## src/rtl/four12_window_max.sv

```systemverilog
// four12_window_max: per-lane windowed peak detector for the FOUR12 SIMD adder.
// Tracks max/index/carry-OR of four 13-bit lanes over a programmable window.
//
// Ports:
//   clk_i, rst_n_i   clock, asynchronous active-low reset
//   clear_i          synchronous abort of the open window (wins over valid_i)
//   len_i            window length minus 1, sampled at window start
//   valid_i          P_i/CARRY_i carry a sample this cycle
//   P_i, CARRY_i     adder P (4 x 12-bit lanes) and per-lane CARRYOUT
//   max_o            lane k max at [13k+12:13k]
//   idx_o            lane k index of max at [LEN_BITS*k +: LEN_BITS]
//   ovf_o            per-lane OR of carries over the window
//   valid_o          one-cycle result pulse
module four12_window_max #(
    parameter int LEN_BITS  = 8,
    parameter bit USE_CARRY = 1'b1
) (
    input  logic                  clk_i,
    input  logic                  rst_n_i,
    input  logic                  clear_i,
    input  logic [LEN_BITS-1:0]   len_i,
    input  logic                  valid_i,
    input  logic [47:0]           P_i,
    input  logic [3:0]            CARRY_i,
    output logic [51:0]           max_o,
    output logic [4*LEN_BITS-1:0] idx_o,
    output logic [3:0]            ovf_o,
    output logic                  valid_o
);

    localparam logic [0:0] IDLE = 1'b0;
    localparam logic [0:0] ACC  = 1'b1;

    logic [0:0]                 state;
    logic [LEN_BITS-1:0]        cnt;
    logic [LEN_BITS-1:0]        len_q;
    logic [3:0][12:0]           run_max;
    logic [3:0][LEN_BITS-1:0]   run_idx;
    logic [3:0]                 run_ovf;

    logic [3:0][12:0]           samp;
    logic [3:0][12:0]           nxt_max;
    logic [3:0][LEN_BITS-1:0]   nxt_idx;
    logic [3:0]                 nxt_ovf;
    logic                       start;
    logic                       fin;

    // Compare stage shared by window start and accumulation; the finishing
    // sample goes through the same compare before being published.
    always_comb begin
        samp    = '0;
        nxt_max = run_max;
        nxt_idx = run_idx;
        nxt_ovf = run_ovf;
        start   = (state == IDLE);
        fin     = start ? (len_i == '0) : (cnt == len_q);
        for (int k = 0; k < 4; k++) begin
            samp[k] = {USE_CARRY ? CARRY_i[k] : 1'b0, P_i[12*k +: 12]};
            if (start) begin
                nxt_max[k] = samp[k];
                nxt_idx[k] = '0;
                nxt_ovf[k] = CARRY_i[k];
            end else begin
                // Strict compare: ties keep the earliest index.
                if (samp[k] > run_max[k]) begin
                    nxt_max[k] = samp[k];
                    nxt_idx[k] = cnt;
                end
                nxt_ovf[k] = run_ovf[k] | CARRY_i[k];
            end
        end
    end

    always_ff @(posedge clk_i or negedge rst_n_i) begin
        if (!rst_n_i) begin
            state   <= IDLE;
            cnt     <= '0;
            len_q   <= '0;
            run_max <= '0;
            run_idx <= '0;
            run_ovf <= '0;
            max_o   <= '0;
            idx_o   <= '0;
            ovf_o   <= '0;
            valid_o <= 1'b0;
        end else begin
            valid_o <= 1'b0;
            if (clear_i) begin
                state   <= IDLE;
                cnt     <= '0;
                len_q   <= '0;
                run_max <= '0;
                run_idx <= '0;
                run_ovf <= '0;
            end else if (valid_i) begin
                if (start) begin
                    len_q <= len_i;
                end
                run_max <= nxt_max;
                run_idx <= nxt_idx;
                run_ovf <= nxt_ovf;
                if (fin) begin
                    state   <= IDLE;
                    cnt     <= '0;
                    max_o   <= nxt_max;
                    idx_o   <= nxt_idx;
                    ovf_o   <= nxt_ovf;
                    valid_o <= 1'b1;
                end else begin
                    state <= ACC;
                    cnt   <= start ? LEN_BITS'(1) : cnt + LEN_BITS'(1);
                end
            end
        end
    end

endmodule

```

## config.mk

```make
export PLATFORM = sky130hd
export DESIGN_NAME = four12_window_max
export DESIGN_NICKNAME = d
export VERILOG_FILES = /design/src/rtl/four12_window_max.sv
export SDC_FILE = /design/constraint.sdc
export NUM_CORES = 1
export LEC_CHECK = 0
export CAP_MARGIN = 20
export CORE_AREA = 2 2 167 169
export CTS_CLUSTER_SIZE = 30
export DETAILED_ROUTE_END_ITERATION = 6
export DIE_AREA = 0 0 169 171
export PLACE_DENSITY = 0.6
export SYNTH_ARGS = -nofsm -noshare
export SYNTH_HDL_FRONTEND = slang
export SYNTH_SLANG_ARGS = --single-unit
export TNS_END_PERCENT = 20
```

## constraint.sdc

```tcl
create_clock -name clk_i -period 3.32 [get_ports clk_i]
set_input_delay 0.664 -clock clk_i [delete_from_list [all_inputs] [get_ports clk_i]]
set_output_delay 0.664 -clock clk_i [all_outputs]
set_load 0.05 [all_outputs]
```

==> summary.txt <==
Synth
  • Main combinational cell family by area after synthesis: simple AND/OR/NAND/NOR gates
  • Fraction of the mapped netlist area in simple logic gates: 18.1%
  • Adder-cell share of the synthesized area: 6.17%
  • Average size of a mapped cell: 9.21 µm²
  • Share of async-settable or async-resettable flops after synthesis: 100%
  • Share of synthesized area occupied by flip-flops and latches: 45.1%
  • Syn nets: 1,285
  • Xor and xnor fraction of the mapped netlist area: 0.733%
  • Most used flip-flop cell after synthesis: dfrtp_1
  • EDFF count, synth: 0
  • Number of distinct library cells after synthesis: 57
  • Synthesized instance count: 1,168
  • Complex-gate fraction of the synthesized area: 16.6%
  • Flip-flop and latch count after synthesis: 194
  • Synthesized area: 10,800 µm²
  • Count of warnings emitted by yosys: 0
  • Mux share of post-synthesis cell area: 7.24%

Min path
  • Path class of the lowest-slack min-delay path: in2async

Layout
  • Utilization after layout: 49.1%
  • Most frequent standard cell in the layout excluding fill and tap cells: nand2_1
  • Count of nets after finishing: 1,426
  • Share of post-route cells with drive strength above 1: 10.6%
  • Count of inserted antenna diode cells: 0
  • Synth-to-layout area growth: 24.8%
  • Most frequent cells in the layout: nand2_1, dfrtp_1, clkdlybuf4s50_1, nand3_1, inv_1

Placement
  • Port Buf Inserts: 152
  • Estimated wirelength of the detail-placed design: 20.5 mm
  • Weighted congestion reported at the end of routability-driven placement: 0.821

Setup path
  • Type of destination of the critical path: flip-flop
  • Largest incremental delay on the critical path: 0.83 ns
  • Worst EP required: 3.68 ns
  • Kind of launch point of the worst setup path: primary input
  • Largest delay contributor family on the critical path: compound AO/OA/AOI/OAI gates
  • Crit-path slowest cell: a21oi_1
  • Worst path bufs/invs: 1
  • Arr. time, crit path: 3.28 ns
  • Highest fanout seen on the critical path: 12
  • List of cells traversed by the critical path: clkdlybuf4s50_1, ha_1, nand4_1, or3_1, nand3_1, o21bai_1, a21oi_1, a31o_2
  • Classification of the worst setup path: in2reg

Die
  • Number of top-level design ports: 153
  • Number of core rows: 61
  • Effective utilization at floorplan: 39.4%
  • Die height: 171 µm
  • Area of the core region: 27,300 µm²
  • Die Area: 28,900 µm²
  • Die width: 169 µm

CTS
  • Root buffer cell: clkbuf_16
  • Worst-path clk slew: 0.07 ns
  • Number of resized instances in the post-cts repair step: 0
  • Source-to-sink clock delay at the later pin of the worst-skew pair: 0.43 ns
  • Clock Tree Buf Depth: 2
  • Clock sinks: 194
  • Total clock buffers created by CTS: 17
  • Clock tree from TritonCTS: yes
  • H-tree Lvls: 4
  • Post-cts hold buffer count: 0
  • Post-CTS Setup Repair Bufs: 0

Power
  • Leakage power summed over all cells: 0.00570 µW
  • Total power divided by cell area: 592 nW/µm²
  • Worst vdd rail ir drop: 0.514 mV

STA
  • Crit path time final: 2.91 ns
  • Final Slew Violations: 0
  • Final Cycle Share: 87.8%
  • Measured slew at the worst slew-check pin: 1.04 ns
  • Peak Freq: 0.343 GHz
  • Final setup viols: 0
  • Relative slew margins: 30.6%
  • Total negative setup slack: 0 ns
  • Final Skew: 0.0116 ns
  • Final hold violation count: 0
  • Setup repair after global routing missed its margin: false

Global route
  • Overall routing resource usage: 21.0%
  • Number of global-route vias before repair: 8,822
  • Wire length of the first global-routing pass: 48.4 mm
  • Number of antenna violations at the first check in global routing: 0
  • Maximum number of pins on one net before global-route repair: 86
  • Leftover overflow at the end of global routing: 0

Run
  • Number of maximum-capacitance violations: 0

Detailed routing
  • Via count: 9,202
  • Router iterations before antenna repair: 6
  • Ratio of routed vias to standard cells: 5.52
  • Final ANT Viol Nets: 0
  • Drc violations: 0
  • Wire length after detailed routing: 29.7 mm
  • First-iteration detailed-routing DRC count: 826
  • DR WL/cell: 17.8 µm

Status
  • Outcome: finished, final reports clean
flip-flops by register name (all words and copies together), names as in the netlist:
register	flops
cnt	8
run_idx	32
len_q	8
run_ovf	4
max_o	52
state	1
ovf_o	4
idx_o	32
valid_o	1
run_max	52
metal layers:
metal	part of all wire [%]	wire, µm	track usage [%]
met1	46	13700	29.6
met2	47	14000	34.0
met3	5.1	1520	2.96
met4	1.6	467	5.54
met5	0	0	0
layout make-up:
class / count / area [µm²]
Multi-Input combinational cell: 816 / 5260
Clock buffer: 22 / 464
Sequential cell: 194 / 4860
Clock inverter: 10 / 123
Inverter: 69 / 259
Tap cell: 346 / 433
Fill cell: 2558 / 13900
Timing Repair Buffer: 211 / 2030
metrics by stage:
stage                     hold slack, ns  area [µm²]  setup WS, ns  power [µW]  instances
final                              0.271       13400         0.405        7950       1668
after global routing               0.320       13400         0.293        8340       1668
after CTS                          0.298       13400         0.388        8030       1668
after detailed placement           0.470       12800       -0.0443        5920       1636
after global placement             0.460       12800      -0.00287        5900       1636
after floorplan                    0.368       10800         0.489        4830       1168
report_power, final:
part / switching (µW) / internal, µW
Clock: 923 / 1160
Combinational: 1890 / 1030
Sequential: 212 / 2730
cells by family after synthesis:
kind of cell	after synthesis
xor+xnor	9
fa+ha+maj	53
buf+inv	158
compound gates	238
mux	75
simple gates	441
flops	194
cells in the mapped netlist (5+ instances only):
cell type / n / area [µm²]
nor3_1: 12 / 60.1
o21ba_2: 6 / 60.1
a31o_2: 12 / 105
a21oi_1: 32 / 160
a2111oi_0: 11 / 96.3
dfrtp_1: 194 / 4850
nand2_1: 231 / 867
o211ai_1: 21 / 158
o21ai_0: 46 / 230
o32ai_1: 22 / 193
nor4_1: 5 / 31.3
ha_1: 53 / 663
xnor2_1: 8 / 70.1
mux2_2: 22 / 248
nand4_1: 27 / 169
and3_1: 9 / 56.3
clkbuf_1: 65 / 244
mux2i_1: 53 / 531
o311ai_0: 28 / 245
inv_1: 67 / 251
o22a_1: 12 / 105
nand3_1: 87 / 435
nor2b_1: 8 / 50.1
buf_2: 16 / 80.1
a221o_1: 9 / 90.1
nor2_1: 49 / 184
final timing paths:
kind                             start  slack, ns  depth (start not counted)           to
hold / removal                 rst_n_i       0.27                          1     max_o[2]
setup / recovery               P_i[35]       0.41                          8  run_max[27]
hold reg to reg              idx_o[25]       0.48                          2    idx_o[25]
max in group asynchronous      rst_n_i       2.16                          2    idx_o[15]
setup reg to reg           run_max[38]       0.68                          8  run_max[27]
min in group clk_i           idx_o[25]       0.48                          2    idx_o[25]
(Power assumes the default switching activity.)
